$ cat config.mk
export PLATFORM = sky130hd
export DESIGN_NAME = cdb_arbiter
export DESIGN_NICKNAME = d
export VERILOG_FILES = /design/src/rtl/cdb_arbiter_pkg.sv /design/src/rtl/cdb_arbiter_rr_pick.sv /design/src/rtl/cdb_arbiter.sv
export SDC_FILE = /design/constraint.sdc
export NUM_CORES = 1
export LEC_CHECK = 0
export CORE_ASPECT_RATIO = 1.1
export CORE_MARGIN = 5
export CORE_UTILIZATION = 37
export DETAILED_ROUTE_END_ITERATION = 8
export PLACE_DENSITY = 0.94
export REMOVE_ABC_BUFFERS = 1
export SYNTH_ARGS = -nofsm -noshare
export SYNTH_HDL_FRONTEND = slang
export SYNTH_SLANG_ARGS = --single-unit
$ cat constraint.sdc
create_clock -name clk -period 5.75 [get_ports clk]
set_input_delay 1.15 -clock clk [delete_from_list [all_inputs] [get_ports clk]]
set_output_delay 1.15 -clock clk [all_outputs]
set_load 0.01 [all_outputs]
$ cat src/rtl/cdb_arbiter_pkg.sv
// Shared constants for the CDB arbiter slice: bus widths, the "no producer"
// lock tag and the functional-unit requester IDs.
package cdb_arbiter_pkg;

  localparam int unsigned Data_Width     = 32;
  localparam int unsigned Reg_Lock_Width = 5;
  localparam int unsigned Reg_No_Lock    = 0;

  typedef enum int unsigned {
    REQ_ALU = 0,
    REQ_BRA = 1,
    REQ_LS  = 2,
    REQ_MUL = 3
  } req_id_e;

  localparam int unsigned NUM_REQ_DEFAULT = 4;

endpackage

$ cat src/rtl/cdb_arbiter_rr_pick.sv
// Combinational rotating-priority picker: returns the first set bit of
// eligible at or after rr_ptr (wrapping), as one-hot and as an index.
module rr_pick #(
  parameter int unsigned N  = 4,
  parameter int unsigned PW = $clog2(N)
) (
  input  logic [N-1:0]  eligible,
  input  logic [PW-1:0] rr_ptr,
  output logic [N-1:0]  grant,
  output logic [PW-1:0] grant_idx,
  output logic          grant_any
);

  int unsigned   pos;
  logic [PW-1:0] p;

  always_comb begin
    grant     = '0;
    grant_idx = '0;
    grant_any = 1'b0;
    pos       = 0;
    p         = '0;
    for (int unsigned k = 0; k < N; k++) begin
      // modulo by subtraction keeps the wrap correct for non-power-of-2 N
      pos = 32'(rr_ptr) + k;
      if (pos >= N) pos = pos - N;
      p = PW'(pos);
      if (!grant_any && eligible[p]) begin
        grant[p]  = 1'b1;
        grant_idx = p;
        grant_any = 1'b1;
      end
    end
  end

endmodule

$ cat src/rtl/cdb_arbiter.sv
// Common data bus arbiter: round-robin one-hot grant, registered broadcast.
// Optional per-requester grant / idle statistics under CDB_ARB_STATS_EN.
module cdb_arbiter
  import cdb_arbiter_pkg::*;
#(
  parameter int unsigned       NUM_REQ = NUM_REQ_DEFAULT,
  parameter int unsigned       LOCK_W  = Reg_Lock_Width,
  parameter int unsigned       DATA_W  = Data_Width,
  parameter logic [LOCK_W-1:0] NO_LOCK = LOCK_W'(Reg_No_Lock)
) (
  input  logic                        clk,
  input  logic                        rst,
  input  logic                        flush,
  input  logic [NUM_REQ-1:0]          req_valid,
  input  logic [NUM_REQ*LOCK_W-1:0]   req_index,
  input  logic [NUM_REQ*DATA_W-1:0]   req_result,
  output logic [NUM_REQ-1:0]          grnt,
  output logic                        cdb_out_valid,
  output logic [LOCK_W-1:0]           cdb_out_index,
  output logic [DATA_W-1:0]           cdb_out_result
`ifdef CDB_ARB_STATS_EN
  ,
  output logic [NUM_REQ*16-1:0]       grant_cnt,
  output logic [15:0]                 idle_cnt
`endif
);

  localparam int unsigned PW = $clog2(NUM_REQ);

  logic [PW-1:0]      rr_ptr;
  logic [NUM_REQ-1:0] eligible;
  logic [NUM_REQ-1:0] pick_grant;
  logic [PW-1:0]      pick_idx;
  logic               pick_any;
  logic               blocked;
  logic               win;
  logic [PW-1:0]      next_ptr;
  logic [LOCK_W-1:0]  win_index;
  logic [DATA_W-1:0]  win_result;

  // a NO_LOCK tag means "no producer", so such a request is simply not eligible
  for (genvar i = 0; i < NUM_REQ; i++) begin : g_elig
    assign eligible[i] = req_valid[i] && (req_index[i*LOCK_W +: LOCK_W] != NO_LOCK);
  end

  rr_pick #(
    .N  (NUM_REQ),
    .PW (PW)
  ) u_pick (
    .eligible  (eligible),
    .rr_ptr    (rr_ptr),
    .grant     (pick_grant),
    .grant_idx (pick_idx),
    .grant_any (pick_any)
  );

  always_comb begin
    blocked    = rst | flush;
    grnt       = blocked ? '0 : pick_grant;
    win        = !blocked && pick_any;
    win_index  = req_index[pick_idx*LOCK_W +: LOCK_W];
    win_result = req_result[pick_idx*DATA_W +: DATA_W];
    next_ptr   = (pick_idx == PW'(NUM_REQ - 1)) ? '0 : pick_idx + 1'b1;
  end

  always_ff @(posedge clk) begin
    if (rst) begin
      rr_ptr         <= '0;
      cdb_out_valid  <= 1'b0;
      cdb_out_index  <= NO_LOCK;
      cdb_out_result <= '0;
    end else if (win) begin
      rr_ptr         <= next_ptr;
      cdb_out_valid  <= 1'b1;
      cdb_out_index  <= win_index;
      cdb_out_result <= win_result;
    end else begin
      cdb_out_valid  <= 1'b0;
      cdb_out_index  <= NO_LOCK;
      cdb_out_result <= '0;
    end
  end

`ifdef CDB_ARB_STATS_EN
  for (genvar i = 0; i < NUM_REQ; i++) begin : g_gcnt
    always_ff @(posedge clk) begin
      if (rst)
        grant_cnt[i*16 +: 16] <= '0;
      else if (grnt[i] && grant_cnt[i*16 +: 16] != 16'hFFFF)
        grant_cnt[i*16 +: 16] <= grant_cnt[i*16 +: 16] + 16'd1;
    end
  end

  // flush cycles carry no grant and therefore count as idle
  always_ff @(posedge clk) begin
    if (rst)
      idle_cnt <= '0;
    else if (!win && idle_cnt != 16'hFFFF)
      idle_cnt <= idle_cnt + 16'd1;
  end
`endif

endmodule

After elaboration in Yosys (flattened, before gate mapping) --
Cells that the tools add are included. Widths: inputs -> output; s select.
Operators by class: div/mod/pow operators 0, shifts and indexed selects 2, bitwise logic cells 5, $mul 1, add/sub/neg operators 8, equality and inequality tests 1, muxes and demuxes 35, magnitude comparators 12, reductions and logical operators 21
Operator list (number):
- $shiftx 128x8->32 | 1
- $mux 4 | 5
- $reduce_bool 5->1 | 4
- $shiftx 20x6->5 | 1
- $mux 2 | 9
- $mux 1 | 13
- $logic_and 1x1->1 | 12
- $lt 2x3->1 const B | 4
- $or 4x4->4 | 3
- $ge 3x3->1 const B | 3
- $bmux 1 s2 | 4
- $demux 1 s2 | 4
- $ge 2x1->1 const B | 4
- $sub 2x1->2 const B | 4
- $add 2x2->3 const B | 2
- $mul 2x3->5 const B | 1
- $logic_not 1->1 | 4
- $add 2x1->3 const B | 1
- $ge 2x3->1 const B | 1
- $add 2x1->2 const B | 1
- $eq 2x2->1 const B | 1
- $reduce_or 2->1 | 1
- $not 1->1 | 1
- $or 1x1->1 | 1
Word-level totals: input bits 155, output and inout bits 42, memories 0, memory bits (read-only) 0, memory bits (writable) 0, flip-flop bits (word level) 40, bits in latches 0, word-level logic and storage cells 89

Logic depth before layout (Yosys ltp) --
Gate-level depths: netlist of run 1.
word-level depth 17, gate-level depth with buffers 12, mapped depth without buffers 9

Cells and area by module --
A second synthesis of run 1 with hierarchy kept.
Second synthesis, totals: cells, all modules 234, area, all modules 2670.1 um^2
Modules (own cells, without submodules):
- cdb_arbiter | instances 1, area each 2248.4 um^2, seq. area each 800.8 um^2, cells an instance 189
- rr_pick | instances 1, area each 421.7 um^2, seq. area each 0.0 um^2, cells an instance 45

Least setup slack after synthesis of run 1 --
Ideal clock, no wire load.
kind input to output, start point in req_index[2], end point out grnt[0], setup slack 1.619 ns, path buffers 0, required time 4.600 ns, cell stages on the path 7, arrival 2.981 ns, cells stage by stage or4_1 > o21ai_1 > mux2i_1 > a21oi_1 > and2_1 > a21oi_1 > a311oi_1
Between the ends: word-level cells in the longest chain between the ends 15
Ends and longest elaborated chain:
- from (decl) | RTL line cdb_arbiter.sv:15 | input logic [NUM_REQ*LOCK_W-1:0] req_index,
- $reduce_bool 5->1 (*) | RTL line cdb_arbiter.sv:43 | assign eligible[i] = req_valid[i] && (req_index[i*LOCK_W +: LOCK_W] != NO_LOCK);
- $logic_and 1x1->1 (*) | RTL line cdb_arbiter.sv:43
- $bmux 1 s2 | RTL line cdb_arbiter_rr_pick.sv:28 | if (!grant_any && eligible[p]) begin
- $mux 1 (not written as such) | RTL line cdb_arbiter_rr_pick.sv:28
- $mux 1 | RTL line cdb_arbiter_rr_pick.sv:28
- $logic_not 1->1 | RTL line cdb_arbiter_rr_pick.sv:28
- $logic_and 1x1->1 | RTL line cdb_arbiter_rr_pick.sv:28
- $mux 1 | RTL line cdb_arbiter_rr_pick.sv:28
- $logic_not 1->1 | RTL line cdb_arbiter_rr_pick.sv:28
- $logic_and 1x1->1 | RTL line cdb_arbiter_rr_pick.sv:28
- $mux 1 | RTL line cdb_arbiter_rr_pick.sv:28
- $logic_not 1->1 | RTL line cdb_arbiter_rr_pick.sv:28
- $logic_and 1x1->1 | RTL line cdb_arbiter_rr_pick.sv:28
- $mux 4 (*) | RTL line cdb_arbiter_rr_pick.sv:28
- $mux 4 (*) | RTL line cdb_arbiter.sv:59 | grnt = blocked ? '0 : pick_grant;
- to (decl) | RTL line cdb_arbiter.sv:17 | output logic [NUM_REQ-1:0] grnt,
Mark *: on every way between the ends. The rest lies on a longest branch, timed or not. The select of a mux whose other input is x is not followed.

Worst setup path after layout of run 1 --
start point reg rr_ptr[0], end point out grnt[2]
Between the ends: word-level cells in the longest chain between the ends 15
Ends and longest elaborated chain:
- from (decl) | RTL line cdb_arbiter.sv:30 | logic [PW-1:0] rr_ptr;
- from (signal assigned) | RTL line cdb_arbiter.sv:73 | rr_ptr <= next_ptr;
- parallel branches: the longest is 13 deep, another holds $add 2x1->3
- $mux 4 (*) | RTL line cdb_arbiter_rr_pick.sv:28
- $mux 4 (*) | RTL line cdb_arbiter.sv:59
Mark *: on every way between the ends. The select of a mux whose other input is x is not followed.

==> results.json, run 1 <==
{
  "result_of_the_run": "finished, final reports clean",
  "portBuffers": 196,
  "placer_congestion": 0.8716,
  "insertion_delay_ps": 290,
  "cts.htree.levels": 2,
  "hold_ws_ps": 694.1,
  "post-synth-top-area-cell": "dfxtp_1",
  "detail-route-antenna-nets": 0,
  "synth_largest_type_area_fraction_pct": 30.58,
  "critical_path_depth": 10,
  "fin_util_pct": 67.26,
  "setup_violations": 0,
  "number_of_failing_hold_endpoints_at_the_final_stage": 0,
  "yosys_warnings": 0,
  "drv_cap": 0,
  "cts_tree": "done",
  "final.setup_skew_ps": 6.261,
  "syn_avg_cell_area_um2": 9.845,
  "worst_setup_path_end_kind": "primary output",
  "maxSlewViolCount": 0,
  "cp-start-kind": "flop",
  "first_iter_violations": 98,
  "tightestPinTransition_ps": 636.9,
  "critical_path.cell_chain": "inv_1 -> ha_1 -> or3b_1 -> o22ai_1 -> nor3_1 -> a21oi_1 -> and2_1 -> a21oi_1 -> a311oi_1 -> clkdlybuf4s50_1",
  "fp.coreArea_um2": 6967,
  "synth_top_cells_by_count": "mux2i_1 (78), dfxtp_1 (40), o22ai_1 (40), nor2_1 (16)",
  "cp_top_family": "compound AO/OA/AOI/OAI gates",
  "numClockSinks": 40,
  "grt_pass1_vias": 3031,
  "ios": 197,
  "cpMostUsedCell": "a21oi_1",
  "drt_pass1_iterations": 4,
  "worst-endpoint-required_ps": 4600,
  "cts_setup_buffers": 0,
  "power_density_nw_per_um2": 318.6,
  "power.ir.vdd_worst_mv": 0.2898,
  "areaGrowthSynthToFinish_pct": 78.93,
  "synth_top_cells_by_area": "dfxtp_1 (31%), mux2i_1 (30%), o22ai_1 (9.6%), ha_1 (3.8%), buf_12 (3.1%)",
  "period_needed_ps": 5353,
  "antenna_violations_before_repair": 0,
  "r2r_setup_slack_ps": 1700,
  "dominantRegCellSynth": "dfxtp_1",
  "critical-path-max-stage-delay_ps": 730,
  "grt_max_degree": 38,
  "cts.path.max_buffers": 2,
  "path_class": "flop to primary output",
  "grt_first_pass_wirelength_um": 16510,
  "synth-async-reset-ratio_pct": 0,
  "timing.critical_path.fanout_max": 16,
  "syn_inst_count": 266,
  "rows": 32,
  "synthesis.area_um2": 2619,
  "num-nets-final": 618,
  "die_width_um": 90.22,
  "tritoncts.num_buffers": 5,
  "grt_remaining_overflow": 0,
  "timing.hold.worst.class": "flop to flop",
  "gr-usage-all-layers_pct": 23.05,
  "die_h_um": 98.24,
  "initial_core_util_pct": 37.59,
  "rsz0062_at_grt": "false",
  "ys_seq_area_share_pct": 30.58,
  "yosys.cell_count.top_type": "mux2i_1",
  "static-leakage-power_uw": 0.001720,
  "max_freq_mhz": 186.8,
  "timing.critical_path.slowest_stage_cell": "dfxtp_1",
  "detail_route.drc_violations": 0,
  "number_of_flops_mapped_to_enable_cells_by_yosys": 0,
  "post_route_setup_tns_ps": 0,
  "cts-resized-gates": 0,
  "floorplan.die_area_um2": 8862,
  "routed_wire_length_per_instance_um": 19.55,
  "cts.root.buffer_cell": "clkbuf_8",
  "yosysUniqueCellTypes": 47,
  "detailroute.via_count": 2915,
  "clkTransAtPathRegs_ps": 80,
  "hold-path-cell-count": 2,
  "hold_buffers": 0,
  "worst_slew_margin_rel_pct": 57.48,
  "place_hpwl_um": 8667,
  "worst-r2r-cell-count": 10,
  "drive_gt1_share_pct": 4.386,
  "routed_via_density": 5.388,
  "critical_path.n_buffers_inverters": 2,
  "finalCritPeriodShare_pct": 93.10,
  "postRouteWirelength_um": 10580,
  "arrival_time_of_the_worst_setup_path_ps": 4200,
  "diodes": 0,
  "yosys_register_bits": 40
}
-- registers in the layout, indices dropped and copies added (netlist names) --
name	flops
cdb_out_result	32
cdb_out_index	5
rr_ptr	2
cdb_out_valid	1
-- worst min-delay path: stages (launching register included) --
cell and delay, ps:
dfxtp_1 420, nand2b_1 110, o221ai_1 100
-- through the flow --
| step | cell area (µm²) | total power (µW) | setup slack [ps] | instances |
|---|---|---|---|---|
| final | 4686 | 1493 | 396.9 | 541 |
| after global routing | 4686 | 1584 | 116.4 | 541 |
| after CTS | 4686 | 1498 | 441.3 | 541 |
| after detailed placement | 4574 | 1266 | 514.6 | 533 |
| after global placement | 4574 | 1244 | 590.6 | 533 |
| after floorplan | 2455 | 956.2 | 280.7 | 248 |
-- power breakdown --
group | leakage (µW) | internal [µW] | switching [µW] | total [µW]
clock | 0.0000541 | 129 | 101 | 229
combinational | 0.00134 | 468 | 426 | 894
sequential | 0.000328 | 336 | 33.4 | 369
-- cell type report --
class                   instances  area, µm²
clock inverters                 3      42.54
multi-input cells             205       1652
inverters                       3      11.26
repair buffers                200       2004
fillers                       540       2281
well taps                      85      106.4
clock buffers                   5      68.82
flip-flops and latches         40      800.8
-- placed cells by master, fill, tap and decap left out, types with 2 or more instances in the layout --
cell type,synthesis,routed
mux2i_1,78,78
nand2_1,8,8
o21ai_0,4,4
nor2b_1,4,4
a21oi_1,8,8
o22ai_1,40,40
dfxtp_1,40,40
o31ai_1,2,2
o31a_1,2,2
clkbuf_8,0,5
buf_4,0,3
nor3_1,3,3
nor2_1,16,16
or3_1,2,2
ha_1,8,8
clkdlybuf4s50_1,0,196
inv_1,3,3
a311oi_1,4,4
-- logic make-up (layout without fill, tap and decap cells) --
group	Yosys count	count (layout)	synth area share, %
mux	79	79	30.24
compound gates	75	75	20.16
simple gates	43	43	8.505
fa+ha+maj	8	8	3.822
flops	40	40	30.58
buf+inv	21	211	6.689
-- per-layer routing --
| layer | share of wire (%) | GRT usage (%) | up-vias |
|---|---|---|---|
| li1 | - | - | 1407 |
| met1 | 39 | 26.76 | 1379 |
| met2 | 52 | 42.68 | 119 |
| met3 | 6.5 | 5.316 | 10 |
| met4 | 1.6 | 5.155 | 0 |
| met5 | 0 | 0 | - |
-- worst paths after layout --
check	start	to
worst min-delay path	rr_ptr[1]	rr_ptr[1]
worst max-delay path	rr_ptr[0]	grnt[2]
worst min register to register	rr_ptr[1]	rr_ptr[1]
worst max register to register	rr_ptr[0]	cdb_out_result[26]
Note: power is estimated with default switching activity, not from simulation.
==> inputs of run 2 (changes only) <==
--- a/config.mk
+++ b/config.mk
@@ -7,9 +7,9 @@
 export LEC_CHECK = 0
 export CORE_ASPECT_RATIO = 1.1
 export CORE_MARGIN = 5
-export CORE_UTILIZATION = 37
+export CORE_UTILIZATION = 34
 export DETAILED_ROUTE_END_ITERATION = 8
-export PLACE_DENSITY = 0.94
+export PLACE_DENSITY = 0.88
 export REMOVE_ABC_BUFFERS = 1
 export SYNTH_ARGS = -nofsm -noshare
 export SYNTH_HDL_FRONTEND = slang
==> constraint.sdc (replaced) <==
create_clock -name clk -period 5.8 [get_ports clk]
set_input_delay 1.16 -clock clk [delete_from_list [all_inputs] [get_ports clk]]
set_output_delay 1.16 -clock clk [all_outputs]
set_load 0.01 [all_outputs]
==> run 2 against run 1 <==
Effect of this change: first-iteration DRC count shrank 23%; highest routed layer is now met5; global-route usage fell by 2.2 points; setup slack better by 81 ps; utilization down 4.4 points.
==> results.json, run 2 (synthesis results as in run 1) <==
{
  "cts.root.buffer_cell": "clkbuf_8",
  "hold-path-cell-count": 2,
  "timing.critical_path.fanout_max": 16,
  "final.setup.worst_slack_ps": 477.9,
  "first_iter_violations": 75,
  "pwr-share-comb_pct": 59.4,
  "drv_cap": 0,
  "power_density_nw_per_um2": 311.8,
  "post_route_setup_tns_ps": 0,
  "cts.htree.levels": 2,
  "portBuffers": 196,
  "cts-resized-gates": 0,
  "nFillCells": 603,
  "ios": 197,
  "worst-endpoint-required_ps": 4640,
  "netSwitchingFraction_pct": 37.43,
  "reg_to_reg_end": "cdb_out_result[13]",
  "maxSlewViolCount": 0,
  "static-leakage-power_uw": 0.001717,
  "routed_via_density": 5.153,
  "detail_route.drc_violations": 0,
  "rows": 33,
  "worst-r2r-cell-count": 10,
  "detail-route-antenna-nets": 0,
  "cts_setup_buffers": 0,
  "grt_remaining_overflow": 0,
  "clkPwrFrac_pct": 15.6,
  "finalCritPeriodShare_pct": 91.76,
  "cp-start-kind": "flop",
  "worst_reg2reg_startpoint": "rr_ptr[0]",
  "power.ir.vdd_worst_mv": 0.2140,
  "largest_register_ffs": 32,
  "drt_pass1_iterations": 4,
  "power_frac_seq_pct": 25.0,
  "initial_core_util_pct": 35.04,
  "grt_pass1_vias": 2967,
  "place_hpwl_um": 8588,
  "worst_setup_timing_slack_at_the_placement_stage_ps": 534.0,
  "setup_violations": 0,
  "period_needed_ps": 5322,
  "arrival_time_of_the_worst_setup_path_ps": 4160,
  "final_common_cell": "clkdlybuf4s50_1",
  "grt_first_pass_wirelength_um": 15460,
  "largest_registers": "cdb_out_result (32), cdb_out_index (5), rr_ptr (2)",
  "internal_dissipation_uw": 916.7,
  "routed_wire_length_per_instance_um": 18.92,
  "largest_register_by_flop_count": "cdb_out_result",
  "die_width_um": 93.68,
  "diodes": 0,
  "final.setup_skew_ps": 4.640,
  "tightestPinTransition_ps": 758.4,
  "drive_gt1_share_pct": 4.386,
  "insertion_delay_ps": 290,
  "die_h_um": 102.0,
  "antenna_violations_before_repair": 1,
  "num-nets-final": 618,
  "result_of_the_run": "finished, final reports clean",
  "areaGrowthSynthToFinish_pct": 79.41,
  "gr-usage-all-layers_pct": 20.81,
  "clkTransAtPathRegs_ps": 80,
  "cts_tree": "done",
  "hold_buffers": 0,
  "timing.critical_path.from": "rr_ptr[0]",
  "tritoncts.num_buffers": 5,
  "grt_max_degree": 45,
  "numClockSinks": 40,
  "detailroute.via_count": 2891,
  "max_freq_mhz": 187.9,
  "hold_path_startpoint": "rr_ptr[1]",
  "rsz0062_at_grt": "false",
  "fp.coreArea_um2": 7473,
  "r2r_setup_slack_ps": 1560,
  "postRouteWirelength_um": 10610,
  "p_switching_uw": 548.4,
  "cts.path.max_buffers": 2,
  "floorplan.die_area_um2": 9560,
  "timing.hold.worst.class": "flop to flop",
  "worst_slew_margin_rel_pct": 49.44,
  "worst_setup_path_end_kind": "primary output",
  "placer_congestion": 0.8352,
  "min_delay_worst_endpoint": "rr_ptr[1]",
  "path_class": "flop to primary output",
  "number_of_failing_hold_endpoints_at_the_final_stage": 0,
  "layout_common_cells": "clkdlybuf4s50_1 (196), mux2i_1 (78), o22ai_1 (40), dfxtp_1 (40), nor2_1 (16)"
}
==> run 2: cell count changes in the layout (fill, tap and decap cells not counted) <==
cell,before,now
buf_12,1,0
buf_4,3,4
==> run 2: layout make-up <==
| type | instances | area, µm² | area share (%) |
|---|---|---|---|
| Clock buffer | 5 | 68.82 | 1.465 |
| Clock inverter | 3 | 42.54 | 0.9055 |
| Inverter | 3 | 11.26 | 0.2397 |
| Multi-Input combinational cell | 205 | 1652 | 35.15 |
| Sequential cell | 40 | 800.8 | 17.04 |
| Tap cell | 105 | 131.4 | 2.796 |
| Timing Repair Buffer | 200 | 1992 | 42.40 |
==> run 2: worst max-delay path by stage <==
stage                       endpoint  slack, ps
floorplan           cdb_out_index[0]        320
global placement             grnt[1]        610
detailed placement           grnt[3]        530
CTS                          grnt[0]        500
global route                 grnt[0]        150
finish                       grnt[0]        480
==> run 2: stage by stage <==
step                      hold WS, ps  instance area, µm²  util (%)  std cells  total power [µW]
final                           692.2                4698     62.87        561              1465
after global routing            745.7                4698     62.87        561              1551
after CTS                       692.4                4698     62.87        561              1476
after detailed placement        683.1                4587     61.38        553              1239
after global placement          666.6                4587     61.38        553              1224
after floorplan                 609.8                2455         -        248             948.0
==> run 2: power by group through the flow <==
| stage | Clock, µW | Combinational, µW | Sequential [µW] |
|---|---|---|---|
| 3_3_place_gp | 0 | 854 | 370 |
| 3_5_place_dp | 0 | 866 | 373 |
| 2_1_floorplan | 0 | 554 | 394 |
| 6_report | 229 | 870 | 366 |
| 4_1_cts | 237 | 872 | 367 |
| 5_1_grt | 249 | 928 | 374 |
==> run 2: worst max-delay path: stages (launching register included) <==
cell and delay [ps]:
dfxtp_1 720, inv_1 340, ha_1 480, or3b_1 360, o22ai_1 280, nor3_1 80, a21oi_1 380, and2_1 270
a21oi_1 100, a311oi_1 270, clkdlybuf4s50_1 580
==> run 2: metal layers <==
layer / wire [µm] / GRT usage [%] / vias up
li1: - / - / 1410
met2: 5431 / 38.23 / 122
met5: 7 / 0 / -
met4: 227 / 6.444 / 2
met3: 937 / 6.848 / 14
met1: 4009 / 22.59 / 1343
==> inputs of run 3 (changes only) <==
==> constraint.sdc (replaced) <==
create_clock -name clk -period 5.8 [get_ports clk]
set_input_delay 1.45 -clock clk [delete_from_list [all_inputs] [get_ports clk]]
set_output_delay 1.45 -clock clk [all_outputs]
set_load 0.01 [all_outputs]
==> run 3 against run 2 <==
Effect of this change: clock-buffer cell count stayed put; largest power group unchanged; final cell count is 0.89% higher; largest cell class unchanged; hold slack better by 24 ps; sequential cell count stayed put; clock power is 19% lower.
==> results.json, run 3 (synthesis results as in run 1) <==
{
  "period_needed_ps": 5658,
  "drive_gt1_share_pct": 5.640,
  "detailroute.via_count": 2917,
  "areaGrowthSynthToFinish_pct": 80.65,
  "final.setup_skew_ps": 11.05,
  "initial_core_util_pct": 35.04,
  "routed_wire_length_per_instance_um": 18.59,
  "timing.critical_path.fanout_max": 9,
  "fin_util_pct": 63.30,
  "r2r_setup_slack_ps": 2230,
  "routed_via_density": 5.154,
  "cts.root.buffer_cell": "clkbuf_8",
  "hold_ws_ps": 715.8,
  "place_hpwl_um": 8456,
  "critical-path-max-stage-delay_ps": 610,
  "power_density_nw_per_um2": 305.3,
  "nFillCells": 627,
  "timing.critical_path.slowest_stage_cell": "or4_1",
  "rows": 33,
  "cts.path.max_buffers": 2,
  "cp-start-kind": "input pin",
  "detail_route.drc_violations": 0,
  "antenna_violations_before_repair": 3,
  "timing.hold.worst.class": "flop to flop",
  "placer_congestion": 0.8551,
  "largest_register_ffs": 32,
  "detail-route-antenna-nets": 0,
  "result_of_the_run": "finished, final reports clean",
  "critical_path.cell_chain": "clkdlybuf4s50_1 -> or4_1 -> o21a_1 -> mux2i_1 -> nor2_1 -> nor2_1 -> buf_4 -> nor2_1 -> a311oi_1 -> clkdlybuf4s50_1",
  "fp.coreArea_um2": 7473,
  "worst_slew_margin_rel_pct": 58.82,
  "portBuffers": 196,
  "hold_buffers": 0,
  "drv_cap": 0,
  "arrival_time_of_the_worst_setup_path_ps": 4210,
  "gr-usage-all-layers_pct": 20.76,
  "largest_registers": "cdb_out_result (32), cdb_out_index (5), rr_ptr (2)",
  "reg_to_reg_end": "cdb_out_result[19]",
  "layout_common_cells": "clkdlybuf4s50_1 (195), mux2i_1 (78), o22ai_1 (40), dfxtp_1 (40), nor2_1 (16)",
  "path_class": "input pin to primary output",
  "grt_first_pass_wirelength_um": 15450,
  "floorplan.die_area_um2": 9560,
  "insertion_delay_ps": 290,
  "postRouteWirelength_um": 10520,
  "hold_path_startpoint": "rr_ptr[1]",
  "cpMostUsedCell": "nor2_1",
  "static-leakage-power_uw": 0.001757,
  "max_freq_mhz": 176.7,
  "clkTransAtPathRegs_ps": 90,
  "largest_register_by_flop_count": "cdb_out_result",
  "cts.htree.levels": 2,
  "rsz0062_at_grt": "false",
  "grt_pass1_vias": 2900,
  "maxSlewViolCount": 0,
  "worst-r2r-cell-count": 10,
  "diodes": 0,
  "seq_area_um2": 800.8,
  "num-nets-final": 623,
  "tightestPinTransition_ps": 617.7,
  "hold-path-cell-count": 2,
  "die_h_um": 102.0,
  "power.ir.vdd_worst_mv": 0.2091,
  "tritoncts.num_buffers": 5,
  "setup_violations": 0,
  "multiInputGateArea_um2": 1655,
  "worst-endpoint-required_ps": 4350,
  "worst_reg2reg_startpoint": "rr_ptr[1]",
  "number_of_failing_hold_endpoints_at_the_final_stage": 0,
  "worst_setup_path_end_kind": "primary output",
  "die_width_um": 93.68,
  "grt_max_degree": 47,
  "first_iter_violations": 72,
  "drt_pass1_iterations": 4,
  "cts_tree": "done",
  "final_common_cell": "clkdlybuf4s50_1",
  "post_route_setup_tns_ps": 0,
  "grt_remaining_overflow": 0,
  "min_delay_worst_endpoint": "rr_ptr[1]",
  "numClockSinks": 40,
  "finalCritPeriodShare_pct": 97.56,
  "ios": 197
}
[run 3: worst max path at each step]
stage                              from          endpoint  cells after the start
after CTS                  req_index[2]           grnt[1]                      9
final                      req_index[2]           grnt[2]                     10
after floorplan           req_index[11]  cdb_out_index[0]                      7
after global routing       req_index[2]           grnt[2]                     10
after detailed placement  req_index[11]           grnt[1]                      8
after global placement     req_index[2]           grnt[3]                     10
[run 3: stage by stage]
step | cells | setup WS (ps) | power, µW | instance area [µm²]
after detailed placement | 557 | 137.4 | 1266 | 4629
after global placement | 557 | 218.7 | 1251 | 4629
after global routing | 566 | 29.84 | 1541 | 4731
after floorplan | 248 | 30.69 | 948.0 | 2455
final | 566 | 141.6 | 1444 | 4731
after CTS | 565 | 96.88 | 1453 | 4717
[run 3: layout make-up]
type	count	area share (%)
Tap cell	105	2.777
Timing Repair Buffer	205	43.22
Clock buffer	5	1.455
Clock inverter	3	0.3967
Multi-Input combinational cell	205	34.99
Inverter	3	0.2380
Sequential cell	40	16.93
[run 3: per-layer routing]
layer  global-route usage (%)  wire length [µm]  vias to the layer above  part of all wire, %
met3                    6.701               907                       20                  8.6
met2                    37.52              5352                      120                   51
met4                    5.333               227                        6                  2.2
met5                        0                33                        -                 0.31
met1                    23.56              4004                     1347                   38
li1                         -                 -                     1424                    -
[run 3: timing repair]
item,CTS,global route
hold endpoints to repair,0,0
setup buffers,0,1
gates resized for setup,0,3
endpoints found under the setup margin,0,4
[run 3: power by group]
part           internal [µW]  total, µW  switching, µW
Combinational            479        905            426
Sequential               333        354           21.3
Clock                   84.0        185            101
Total                    896       1440            548
[run 3: worst max-delay path, delay by kind of cell]
kind	cells	cell delay (ps)
multiplexers	1	200
buffers and inverters	3	1190
AND/OR/NAND/NOR	4	830
AO/OA/AOI/OAI	2	550
